### config.mk
export PLATFORM = sky130hd
export DESIGN_NAME = instr_stream_encoder_flat
export DESIGN_NICKNAME = d
export VERILOG_FILES = /design/src/rtl/instr_stream_encoder_if.sv /design/src/rtl/instr_stream_encoder.sv /design/src/flat_wrapper.sv
export SDC_FILE = /design/constraint.sdc
export NUM_CORES = 1
export LEC_CHECK = 0
export CAP_MARGIN = 20
export CORE_ASPECT_RATIO = 1.75
export CORE_MARGIN = 5
export CORE_UTILIZATION = 30
export DETAILED_ROUTE_END_ITERATION = 12
export PLACE_DENSITY = 0.54
export SYNTH_ARGS = -nofsm -noshare
export SYNTH_HDL_FRONTEND = slang
export SYNTH_SLANG_ARGS = --single-unit
export TNS_END_PERCENT = 30
### constraint.sdc
create_clock -name clk -period 3 [get_ports clk]
set_input_delay 0.3 -clock clk [delete_from_list [all_inputs] [get_ports clk]]
set_output_delay 0.3 -clock clk [all_outputs]
set_load 0.03 [all_outputs]
### src/rtl/instr_stream_encoder_if.sv
// Field-bundle handshake and instruction-memory write bus
// shared by the program loader and its producer.
interface instr_stream_encoder_if #(
  parameter int ADDR_W = 8
) ();
  logic              in_valid;
  logic              in_ready;
  logic [3:0]        opcode;
  logic [3:0]        rd;
  logic [3:0]        rs;
  logic [3:0]        rt;
  logic [11:0]       imm;
  logic              mem_we;
  logic [ADDR_W-1:0] mem_addr;
  logic [15:0]       mem_wdata;

  modport master (
    output in_valid, opcode, rd, rs, rt, imm,
    input  in_ready, mem_we, mem_addr, mem_wdata
  );

  modport slave (
    input  in_valid, opcode, rd, rs, rt, imm,
    output in_ready, mem_we, mem_addr, mem_wdata
  );
endinterface

### src/rtl/instr_stream_encoder.sv
// Boot/program loader: packs instruction fields into 16-bit words
// and writes them to instruction memory at consecutive addresses.
module instr_stream_encoder #(
  parameter int ADDR_W = 8,
  parameter int DEPTH  = 256
) (
  input  logic              clk,
  input  logic              rst_n,
  input  logic              start,
  input  logic              stop,
  input  logic [ADDR_W-1:0] base_addr,
  instr_stream_encoder_if.slave bus,
  output logic [ADDR_W:0]   count,
  output logic              full,
  output logic              done,
  output logic              err
);

  localparam logic [3:0] OP_SLT  = 4'h5;
  localparam logic [3:0] OP_NOT  = 4'h6;
  localparam logic [3:0] OP_ADDI = 4'h7;
  localparam logic [3:0] OP_STR  = 4'hB;
  localparam logic [3:0] OP_BEQ  = 4'hC;
  localparam logic [3:0] OP_B    = 4'hD;
  localparam logic [3:0] OP_BL   = 4'hE;
  localparam logic [3:0] OP_BR   = 4'hF;

  localparam logic [1:0] S_IDLE   = 2'd0;
  localparam logic [1:0] S_ACCEPT = 2'd1;
  localparam logic [1:0] S_WRITE  = 2'd2;
  localparam logic [1:0] S_FULL   = 2'd3;

  localparam logic [ADDR_W:0]   DEPTH_C  = (ADDR_W+1)'(DEPTH);
  localparam logic [ADDR_W-1:0] ADDR_MAX = '1;

  logic [1:0]        state;
  logic [ADDR_W-1:0] addr_q;
  logic [15:0]       wdata_q;
  logic              start_pend;
  logic [ADDR_W-1:0] pend_base;

  logic [3:0]  op;
  logic [15:0] word;
  logic        legal;
  logic        is_r, is_not, is_iu, is_beq, is_j, is_br;
  logic [ADDR_W:0] cnt_nx;

  assign bus.in_ready  = (state == S_ACCEPT);
  assign bus.mem_we    = (state == S_WRITE);
  assign bus.mem_addr  = addr_q;
  assign bus.mem_wdata = wdata_q;
  assign full          = (state == S_FULL);
  assign cnt_nx        = count + 1'b1;

  always_comb begin
    op     = bus.opcode;
    is_r   = (op <= OP_SLT);
    is_not = (op == OP_NOT);
    is_iu  = (op >= OP_ADDI) && (op <= OP_STR);
    is_beq = (op == OP_BEQ);
    is_j   = (op == OP_B) || (op == OP_BL);
    is_br  = (op == OP_BR);
    word   = '0;
    legal  = 1'b1;
    unique case (1'b1)
      is_r:   word = {op, bus.rd, bus.rs, bus.rt};
      is_not: word = {op, bus.rd, bus.rs, 4'h0};
      is_iu: begin
        word  = {op, bus.rd, bus.rs, bus.imm[3:0]};
        legal = (bus.imm[11:4] == 8'h00);
      end
      is_beq: begin
        word  = {op, bus.rs, bus.rt, bus.imm[3:0]};
        // -8..7: the upper nine bits must be pure sign extension
        legal = (&bus.imm[11:3]) | ~(|bus.imm[11:3]);
      end
      is_j:   word = {op, bus.imm};
      is_br:  word = {op, bus.rs, 8'h00};
      default: ;
    endcase
  end

  always_ff @(posedge clk) begin
    if (!rst_n) begin
      state      <= S_IDLE;
      addr_q     <= '0;
      wdata_q    <= '0;
      count      <= '0;
      done       <= 1'b0;
      err        <= 1'b0;
      start_pend <= 1'b0;
      pend_base  <= '0;
    end else begin
      done <= 1'b0;
      case (state)
        S_IDLE: begin
          if (start) begin
            state  <= S_ACCEPT;
            addr_q <= base_addr;
            count  <= '0;
            err    <= 1'b0;
          end
        end
        S_ACCEPT: begin
          if (bus.in_valid && legal) begin
            wdata_q <= word;
            state   <= S_WRITE;
            if (start) begin
              start_pend <= 1'b1;
              pend_base  <= base_addr;
            end
          end else if (start) begin
            addr_q <= base_addr;
            count  <= '0;
            err    <= 1'b0;
          end else if (bus.in_valid) begin
            err <= 1'b1;
          end else if (stop) begin
            state <= S_IDLE;
            done  <= 1'b1;
          end
        end
        S_WRITE: begin
          start_pend <= 1'b0;
          if (start || start_pend) begin
            state  <= S_ACCEPT;
            addr_q <= start ? base_addr : pend_base;
            count  <= '0;
            err    <= 1'b0;
          end else begin
            count <= cnt_nx;
            if (addr_q != ADDR_MAX)
              addr_q <= addr_q + 1'b1;
            if (cnt_nx == DEPTH_C || addr_q == ADDR_MAX)
              state <= S_FULL;
            else
              state <= S_ACCEPT;
          end
        end
        default: begin
          if (start) begin
            state  <= S_ACCEPT;
            addr_q <= base_addr;
            count  <= '0;
            err    <= 1'b0;
          end else if (stop) begin
            state <= S_IDLE;
            done  <= 1'b1;
          end
        end
      endcase
    end
  end

endmodule

### src/flat_wrapper.sv
// flat-port wrapper written by rule: the top's interface ports become plain ports
module instr_stream_encoder_flat 
#(
  parameter int ADDR_W = 8,
  parameter int DEPTH  = 256
)
  (clk, rst_n, start, stop, base_addr, count, full, done, err, bus_in_valid, bus_opcode, bus_rd, bus_rs, bus_rt, bus_imm, bus_in_ready, bus_mem_we, bus_mem_addr, bus_mem_wdata);
  instr_stream_encoder_if #(.ADDR_W(ADDR_W)) bus_i ();
  input  logic clk;
  input  logic rst_n;
  input  logic start;
  input  logic stop;
  input  logic [ADDR_W-1:0] base_addr;
  output logic [ADDR_W:0] count;
  output logic full;
  output logic done;
  output logic err;
  input wire logic [$bits(bus_i.in_valid)-1:0] bus_in_valid;
  input wire logic [$bits(bus_i.opcode)-1:0] bus_opcode;
  input wire logic [$bits(bus_i.rd)-1:0] bus_rd;
  input wire logic [$bits(bus_i.rs)-1:0] bus_rs;
  input wire logic [$bits(bus_i.rt)-1:0] bus_rt;
  input wire logic [$bits(bus_i.imm)-1:0] bus_imm;
  output wire logic [$bits(bus_i.in_ready)-1:0] bus_in_ready;
  output wire logic [$bits(bus_i.mem_we)-1:0] bus_mem_we;
  output wire logic [$bits(bus_i.mem_addr)-1:0] bus_mem_addr;
  output wire logic [$bits(bus_i.mem_wdata)-1:0] bus_mem_wdata;
  assign bus_i.in_valid = bus_in_valid;
  assign bus_i.opcode = bus_opcode;
  assign bus_i.rd = bus_rd;
  assign bus_i.rs = bus_rs;
  assign bus_i.rt = bus_rt;
  assign bus_i.imm = bus_imm;
  assign bus_in_ready = bus_i.in_ready;
  assign bus_mem_we = bus_i.mem_we;
  assign bus_mem_addr = bus_i.mem_addr;
  assign bus_mem_wdata = bus_i.mem_wdata;
  instr_stream_encoder #(.ADDR_W(ADDR_W), .DEPTH(DEPTH)) u_core (.clk(clk), .rst_n(rst_n), .start(start), .stop(stop), .base_addr(base_addr), .bus(bus_i), .count(count), .full(full), .done(done), .err(err));
endmodule
# ---- Word-level counts from Yosys, hierarchy flattened
# Cells that the tools add are included.
dict set report totals {
  reg_bits 46
  elab_cells 88
  input_bits 41
}
dict set report op_classes {
  reduce_logical 17
  order_cmp 3
  bitwise 2
  muxes 36
  n_addsub 2
  n_eq_ne 20
}
# operator count
set op_table {}
lappend op_table {{$pmux W16 S6} 1}
lappend op_table {{$mux W8} 5}
lappend op_table {{$mux W9} 3}
lappend op_table {{$pmux W9 S2} 1}
lappend op_table {{$eq A4 B4 Y1 const B} 4}
lappend op_table {{$mux W2} 8}
lappend op_table {{$pmux W8 S2} 1}
lappend op_table {{$mux W1} 12}
lappend op_table {{$add A9 B1 Y9 const B} 1}
lappend op_table {{$eq A9 B9 Y1 const B} 1}
lappend op_table {{$reduce_and A9 Y1} 1}
lappend op_table {{$reduce_or A9 Y1} 1}
lappend op_table {{$add A8 B1 Y8 const B} 1}
lappend op_table {{$eq A8 B8 Y1 const B} 1}
lappend op_table {{$logic_not A8 Y1} 1}
lappend op_table {{$ne A8 B8 Y1 const B} 1}
lappend op_table {{$pmux W1 S2} 4}
lappend op_table {{$ne A2 B2 Y1 const B} 3}
lappend op_table {{$ne A3 B2 Y1 const B} 2}
lappend op_table {{$pmux W2 S3} 1}
lappend op_table {{$reduce_and A3 Y1} 2}
lappend op_table {{$eq A2 B2 Y1 const B} 2}
lappend op_table {{$eq A4 B3 Y1 const B} 1}
lappend op_table {{$ge A4 B3 Y1 const B} 1}
lappend op_table {{16 further kinds} 21}

# ---- Depth between registers and ports, before layout
# Gate-level depths: netlist of the first run.
dict set report depth {
  ltp_word 7
  depth_mapped 9
  mapped_depth_nobuf 8
}

# ---- Least setup slack after synthesis of the first run
# No wires, ideal clock.
dict set report synth_path {
  path_type {flip-flop to flip-flop}
  from {register u_core.state[0]}
  to {register u_core.state[1]}
  setup_ps 61
  stages_incl_launch_ff 10
  arrival_ps 2254
  n_path_buf 1
  required_time_ps 2939
  synth_period_minus_slack_ps 2314
  setup_slack_ps 686
  cell_sequence {dfxtp_1 -> inv_1 -> ha_1 -> buf_6 -> or3b_2 -> or4_1 -> nand2_1 -> nand4_1 -> nand4_1 -> a32o_1}
}
dict set report synth_between {
  elab_cells_between_ends 8
  cone_classes {eq/ne: 5; mux: 1; reduce/logical: 2}
}
# element line_no
set synth_lines {}
lappend synth_lines {{start, declared} instr_stream_encoder.sv:36} ;# logic [1:0] state;
lappend synth_lines {{start signal, assigned} instr_stream_encoder.sv:85} ;# state <= S_IDLE;
lappend synth_lines {{start signal, assigned} instr_stream_encoder.sv:98} ;# state <= S_ACCEPT;
lappend synth_lines {{start signal, assigned} instr_stream_encoder.sv:107} ;# state <= S_WRITE;
lappend synth_lines {{$eq A2 B2 Y1} -}
lappend synth_lines {{net bus_mem_we} flat_wrapper.sv:25} ;# output wire logic [$bits(bus_i.mem_we)-1:0] bus_mem_we;
lappend synth_lines {{$pmux W2 S3} instr_stream_encoder.sv:95} ;# case (state)
# The timed path passes the listed nets, and every way through them passes these cells.
# A chain may end at the register's enable or synchronous reset.

# ---- Worst setup path after layout of the first run
dict set report layout_path {
  from {input bus_opcode[1]}
  to {register u_core.wdata_q[15] (netlist: u_core.bus.mem_wdata[15])}
}
dict set report layout_between {
  elab_chain_len 5
  elab_cells_between_ends 14
  cone_classes {order compare: 3; eq/ne: 5; mux: 2; reduce/logical: 4}
}
# element line_no
set layout_lines {}
lappend layout_lines {{start, declared} flat_wrapper.sv:19} ;# input wire logic [$bits(bus_i.opcode)-1:0] bus_opcode;
lappend layout_lines {{$ge A4 B3 Y1 or $le A4 B4 Y1 (tied branches)} instr_stream_encoder.sv:59} ;# is_iu = (op >= OP_ADDI) && (op <= OP_STR);
lappend layout_lines {{$logic_and A1 B1 Y1} instr_stream_encoder.sv:59}
lappend layout_lines {{$pmux W1 S2} instr_stream_encoder.sv:65} ;# unique case (1'b1)
lappend layout_lines {{$logic_and A1 B1 Y1} instr_stream_encoder.sv:105} ;# if (bus.in_valid && legal) begin
lappend layout_lines {{$reduce_and A2 Y1 (no line)} -}
lappend layout_lines {{end signal, assigned} instr_stream_encoder.sv:106} ;# wdata_q <= word;
lappend layout_lines {{end, declared} instr_stream_encoder.sv:38} ;# logic [15:0] wdata_q;
# Several ways; a longest one is shown, not always the timed one.

==> results of run 1 <==
## layer usage
layer	up-vias	GRT usage [%]	share of wire, %
met5	-	0	0
met4	0	4.91	1.1
met3	5	3.83	5.9
met2	80	31.5	56
met1	1332	16.0	37
li1	1429	-	-
## layout make-up
class	instances	area, um^2
clock buffer	5	125
clock inverter	3	43.8
fill	988	5230
inverter	8	30.0
multi-input combinational	274	1720
sequential	46	921
tap	120	150
timing repair buffer	90	871
## synth_stat cells (all sizes together), types with 7 or more instances
| library cell | count | area [um^2] |
|---|---|---|
| o21ai | 21 | 109 |
| nor2 | 32 | 120 |
| nor3 | 8 | 40.0 |
| inv | 8 | 30.0 |
| o211ai | 15 | 113 |
| dfxtp | 46 | 921 |
| ha | 7 | 87.6 |
| clkbuf | 11 | 51.3 |
| nand3 | 17 | 85.1 |
| buf | 8 | 58.8 |
| nand2 | 44 | 173 |
| mux2i | 22 | 220 |
| and3 | 8 | 55.1 |
| a21oi | 32 | 160 |
## path summary, 6_finish.rpt
kind | start | endpoint | slack [ns] | depth (start not counted)
worst max-delay path | bus_opcode[1] | u_core.bus.mem_wdata[15]$_SDFFE_PN0P_ | 0.58 | 8
worst min-delay path | u_core.bus.mem_wdata[13]$_SDFFE_PN0P_ | u_core.bus.mem_wdata[13]$_SDFFE_PN0P_ | 0.46 | 2
worst max register to register | u_core.state[1]$_SDFFE_PN0P_ | u_core.bus.mem_wdata[15]$_SDFFE_PN0P_ | 0.59 | 9
worst min register to register | u_core.bus.mem_wdata[13]$_SDFFE_PN0P_ | u_core.bus.mem_wdata[13]$_SDFFE_PN0P_ | 0.46 | 2
## state kept, by name, indices dropped and copies added, names as in the netlist
signal,flops
u_core.bus.mem_wdata,16
u_core.bus.mem_addr,8
u_core.done,1
u_core.err,1
u_core.count,9
u_core.start_pend,1
u_core.state,2
u_core.pend_base,8
## placed cells by master (no fill, tap or decap), types with 8 or more instances in the layout
cell type,count
a21oi_1,32
o211ai_1,15
o21ai_0,18
nand3_1,17
dfxtp_1,46
buf_4,12
nor2_1,32
nand2_1,43
inv_1,8
clkdlybuf4s50_1,78
nor3_1,8
mux2i_1,22
## critical path, delay by kind of cell
family,cells,cell delay (ns)
simple gates,2,0.67
buf+inv,3,1.12
compound gates,3,0.53
## kinds of logic after synthesis
family | after synthesis | synth area share [%]
flops | 46 | 33.1
buf+inv | 27 | 5.04
compound gates | 95 | 22.1
simple gates | 141 | 25.6
mux | 23 | 8.45
fa+ha+maj | 7 | 3.15
xor+xnor | 8 | 2.52
## where the power goes
| group | internal, mW | switching, mW | total (mW) |
|---|---|---|---|
| registers | 0.640 | 0.0414 | 0.682 |
| clock network | 0.395 | 0.258 | 0.653 |
| logic | 0.176 | 0.204 | 0.380 |
| total | 1.21 | 0.503 | 1.71 |
==> impl_metrics.env, run 1 <==
export IMPL_fin_area_mm2=0.00386
export IMPL_hold_class="flip-flop to flip-flop"
export IMPL_cp_common_cell="buf_4"
export IMPL_cts_tree="done"
export IMPL_max_cap_violations=0
export IMPL_synth_edff_count=0
export IMPL_status="completed"
export IMPL_final_util_pct=42.5
export IMPL_fin_ws_ns=0.583
export IMPL_start_kind="primary input"
export IMPL_syn_instance_count=347
export IMPL_end_kind="flip-flop"
export IMPL_crit_fanout=11
export IMPL_fin_tns_setup_ns=0
export IMPL_synth_area_mm2=0.00278
export IMPL_ys_warn_count=0
export IMPL_hold_violations=0
export IMPL_synthToLayoutAreaGrowth_pct=38.8
export IMPL_syn_avg_cell_area_um2=8.02
export IMPL_slew_viol_final=0
export IMPL_place_area_mm2=0.00369
export IMPL_yosysSeqAreaShare_pct=33.1
export IMPL_grt_pass1_vias=2879
export IMPL_crit_type="primary input to flip-flop"
export IMPL_place_inst=538
export IMPL_path_cells="clkdlybuf4s50_1 -> buf_4 -> o2111a_1 -> o32ai_1 -> nor2_1 -> buf_4 -> nand2_1 -> a21oi_1"
export IMPL_drive_gt1_share_pct=7.98
export IMPL_fin_crit_sh_pct=80.6
export IMPL_drc=0
export IMPL_pre_cts_slack_ns=0.285
export IMPL_drt_iter0_drc=201
export IMPL_overflow=0
export IMPL_cts_setup_buffers=0
export IMPL_num_rows=46
export IMPL_firstDrtPassIters=4
export IMPL_ys_types=61
export IMPL_core_area_mm2=0.00909
export IMPL_grt_max_degree=23
export IMPL_ioPinCount=79
export IMPL_clock_latency_ns=0.29
export IMPL_setup_violations=0
export IMPL_grt_pass1_wl_mm=14.7
export IMPL_ys_ff_latch=46
export IMPL_vias=2846
export IMPL_fmax_mhz=414
export IMPL_cts_clk_slew_worst_paths_ns=0.07
export IMPL_holdWs_ns=0.457
export IMPL_wl_per_cell_um=16.3
export IMPL_ys_async_sr_fraction_pct=0
export IMPL_track_usage_pct=15.8
export IMPL_holdBufCountCts=0
export IMPL_io_buffer_count=78
export IMPL_max_stage_delay_ns=0.61
export IMPL_ir_drop_v=0.000207
export IMPL_p_total_mw=1.71
export IMPL_cp_arrival_ns=2.64
export IMPL_cts_buffers=5
export IMPL_vias_per_cell=5.21
export IMPL_hpwl_mm=6.85
export IMPL_rsz0062_at_grt="no"
export IMPL_die_h_um=137
export IMPL_die_area_mm2=0.0114
export IMPL_fin_skew_ns=0.00156
export IMPL_cts_sinks=46
export IMPL_gp_congestion=0.816
export IMPL_cts_buffer_depth=2
export IMPL_synth_flop_cell="dfxtp_1"
export IMPL_num_antenna_cells=0
export IMPL_ctsResizeCount=0
export IMPL_ant_nets=0
export IMPL_powerDensity_mw_per_mm2=444
export IMPL_post_route_min_period_ns=2.42
export IMPL_required_ns=3.22
export IMPL_final_cell_count_no_fill=546
export IMPL_die_x_um=82.8
export IMPL_initial_core_util_pct=30.6
export IMPL_cts_max_level=2
export IMPL_drt_wl_total_mm=8.91
export IMPL_synth_nets=395
export IMPL_max_slew_worst_pin_slew_ns=0.761
export IMPL_critPathSlowestCell="clkdlybuf4s50_1"
export IMPL_antenna_found_initial=0
export IMPL_nNetsFinal=473
export IMPL_max_slew_margin_pct=49.1
export IMPL_leakage_nw=1.45
export IMPL_cts_root_buf="clkbuf_16"
Power figures use the tool's default switching activity.
==> run 2: changes to the inputs <==
Clock period 3 ns to 2.36 ns, I/O delays scaled along.
==> run 2 against run 1 <==
Final area up 4.5%. First-iteration DRC count shrank 25%. Worst setup slack worse by 0.47 ns. Critical path depth grew 1. Sequential power increased by 24%. Clock power up 11%. Clock-buffer cell count up 2. Hold slack worse by 0.0020 ns. Sequential cell count unchanged. Non-clock buffer count increased by 24. Largest cell class unchanged. Largest power group unchanged.
==> impl_metrics.env, run 2 (synthesized netlist as in run 1, its figures left out) <==
export IMPL_status="completed"
export IMPL_largest_reg_flops=16
export IMPL_ioPinCount=79
export IMPL_setup_violations=0
export IMPL_fillers=978
export IMPL_fin_skew_ns=0.00561
export IMPL_cp_arrival_ns=2.47
export IMPL_holdWs_ns=0.455
export IMPL_max_slew_worst_pin_slew_ns=0.603
export IMPL_track_usage_pct=16.1
export IMPL_hold_violations=0
export IMPL_drc=0
export IMPL_rr_worst_depth=9
export IMPL_fmax_mhz=446
export IMPL_post_route_min_period_ns=2.24
export IMPL_die_x_um=82.8
export IMPL_place_inst=562
export IMPL_p_total_mw=2.12
export IMPL_p_seq_share_pct=40.1
export IMPL_hpwl_mm=7.20
export IMPL_firstDrtPassIters=5
export IMPL_num_antenna_cells=0
export IMPL_grt_pass1_wl_mm=14.6
export IMPL_comb_power_share_pct=25.6
export IMPL_slew_viol_final=0
export IMPL_end_kind="flip-flop"
export IMPL_gp_congestion=0.881
export IMPL_max_slew_margin_pct=59.8
export IMPL_use_met3_pct=3.53
export IMPL_cts_clk_slew_worst_paths_ns=0.07
export IMPL_wl_per_cell_um=16.2
export IMPL_vias_per_cell=5.25
export IMPL_die_h_um=137
export IMPL_powerDensity_mw_per_mm2=525
export IMPL_antenna_found_initial=0
export IMPL_cts_root_buf="clkbuf_16"
export IMPL_cts_max_level=2
export IMPL_use_met2_pct=31.8
export IMPL_start_kind="flip-flop"
export IMPL_drt_iter0_drc=151
export IMPL_max_cap_violations=0
export IMPL_required_ns=2.59
export IMPL_cts_buffers=5
export IMPL_nNetsFinal=497
export IMPL_crit_fanout=5
export IMPL_drt_wl_total_mm=9.24
export IMPL_rsz0062_at_grt="no"
export IMPL_core_area_mm2=0.00909
export IMPL_drive_gt1_share_pct=13.3
export IMPL_clock_latency_ns=0.29
export IMPL_die_area_mm2=0.0114
export IMPL_fin_tns_setup_ns=0
export IMPL_final_cell_mix="78 x clkdlybuf4s50_1, 46 x dfxtp_1, 43 x nand2_1"
export IMPL_crit_type="flip-flop to flip-flop"
export IMPL_top_usage_layer="met2"
export IMPL_initial_core_util_pct=30.6
export IMPL_clkPwrFrac_pct=34.3
export IMPL_hold_class="flip-flop to flip-flop"
export IMPL_worstHoldPathCells=2
export IMPL_synthToLayoutAreaGrowth_pct=45.0
export IMPL_cts_tree="done"
export IMPL_io_buffer_count=78
export IMPL_vias=2994
export IMPL_p_int_mw=1.49
export IMPL_grt_max_degree=32
export IMPL_grt_pass1_vias=2943
export IMPL_final_cell_count_no_fill=570
export IMPL_power_switching_uw=628
export IMPL_num_rows=46
export IMPL_final_util_pct=44.4
export IMPL_leakage_nw=1.56
export IMPL_switching_share_pct=29.7
export IMPL_grt_use_met1_pct=15.3
export IMPL_final_common_cell="clkdlybuf4s50_1"
export IMPL_ir_drop_v=0.000320
export IMPL_fin_crit_sh_pct=95.1
export IMPL_ant_nets=0
export IMPL_cts_sinks=46
export IMPL_cts_buffer_depth=2
export IMPL_overflow=0
==> run 2: changes by cell type in the layout (fill, tap and decap cells not counted), sizes merged <==
cell / previous run / this run
buf: 12 / 36
bufinv: 1 / 0
clkbuf: 5 / 7
inv: 9 / 8
==> run 2: per-stage QoR <==
stage / setup slack [ns] / cell area (um^2)
after floorplan: 0.0459 / 2780
after global placement: -0.178 / 3870
after detailed placement: -0.206 / 3870
after CTS: 0.00176 / 4020
after global routing: 0.00535 / 4040
final: 0.116 / 4040
==> run 2: power by group through the flow <==
stage / clock, mW / combinational, mW / sequential [mW]
5_1_grt: 0.784 / 0.587 / 0.853
3_5_place_dp: 0 / 0.543 / 0.866
2_1_floorplan: 0 / 0.246 / 0.913
3_3_place_gp: 0 / 0.539 / 0.866
4_1_cts: 0.748 / 0.544 / 0.849
6_report: 0.726 / 0.542 / 0.849
==> run 2: final timing paths <==
kind / slack [ns] / end / from
max reg2reg: 0.12 / u_core.count[5]$_SDFFE_PN0P_ / u_core.state[1]$_SDFFE_PN0P_
min reg2reg: 0.46 / u_core.bus.mem_wdata[12]$_SDFFE_PN0P_ / u_core.bus.mem_wdata[12]$_SDFFE_PN0P_
min: 0.46 / u_core.bus.mem_wdata[12]$_SDFFE_PN0P_ / u_core.bus.mem_wdata[12]$_SDFFE_PN0P_
max: 0.12 / u_core.count[5]$_SDFFE_PN0P_ / u_core.state[1]$_SDFFE_PN0P_
==> run 2: critical path: stages, from the launching register on <==
cell	delay (ns)
dfxtp_1	0.41
inv_1	0.11
ha_1	0.23
and2_1	0.18
nand3_1	0.14
buf_4	0.12
o32a_2	0.18
nand3_1	0.21
or4_1	0.52
o21ai_1	0.08
==> run 2: routing by layer <==
metal | routed length (um) | vias to the layer above
li1 | - | 1464
met1 | 3300 | 1391
met2 | 5060 | 116
met3 | 550 | 23
met4 | 329 | 0
met5 | 0 | -
==> run 2: final cells by class <==
cell class	count	area [um^2]	area share, %
well taps	120	150	3.72
clock buffers	7	143	3.53
clock inverters	1	5.00	0.124
flip-flops and latches	46	921	22.8
multi-input cells	274	1740	43.0
inverters	8	30.0	0.744
repair buffers	114	1050	26.0
==> run 2: timing repair <==
item	4_1_cts	5_1_grt
setup endpoints to repair	0	9
buffers inserted	0	0
hold buffers	0	0
resized for setup	0	3
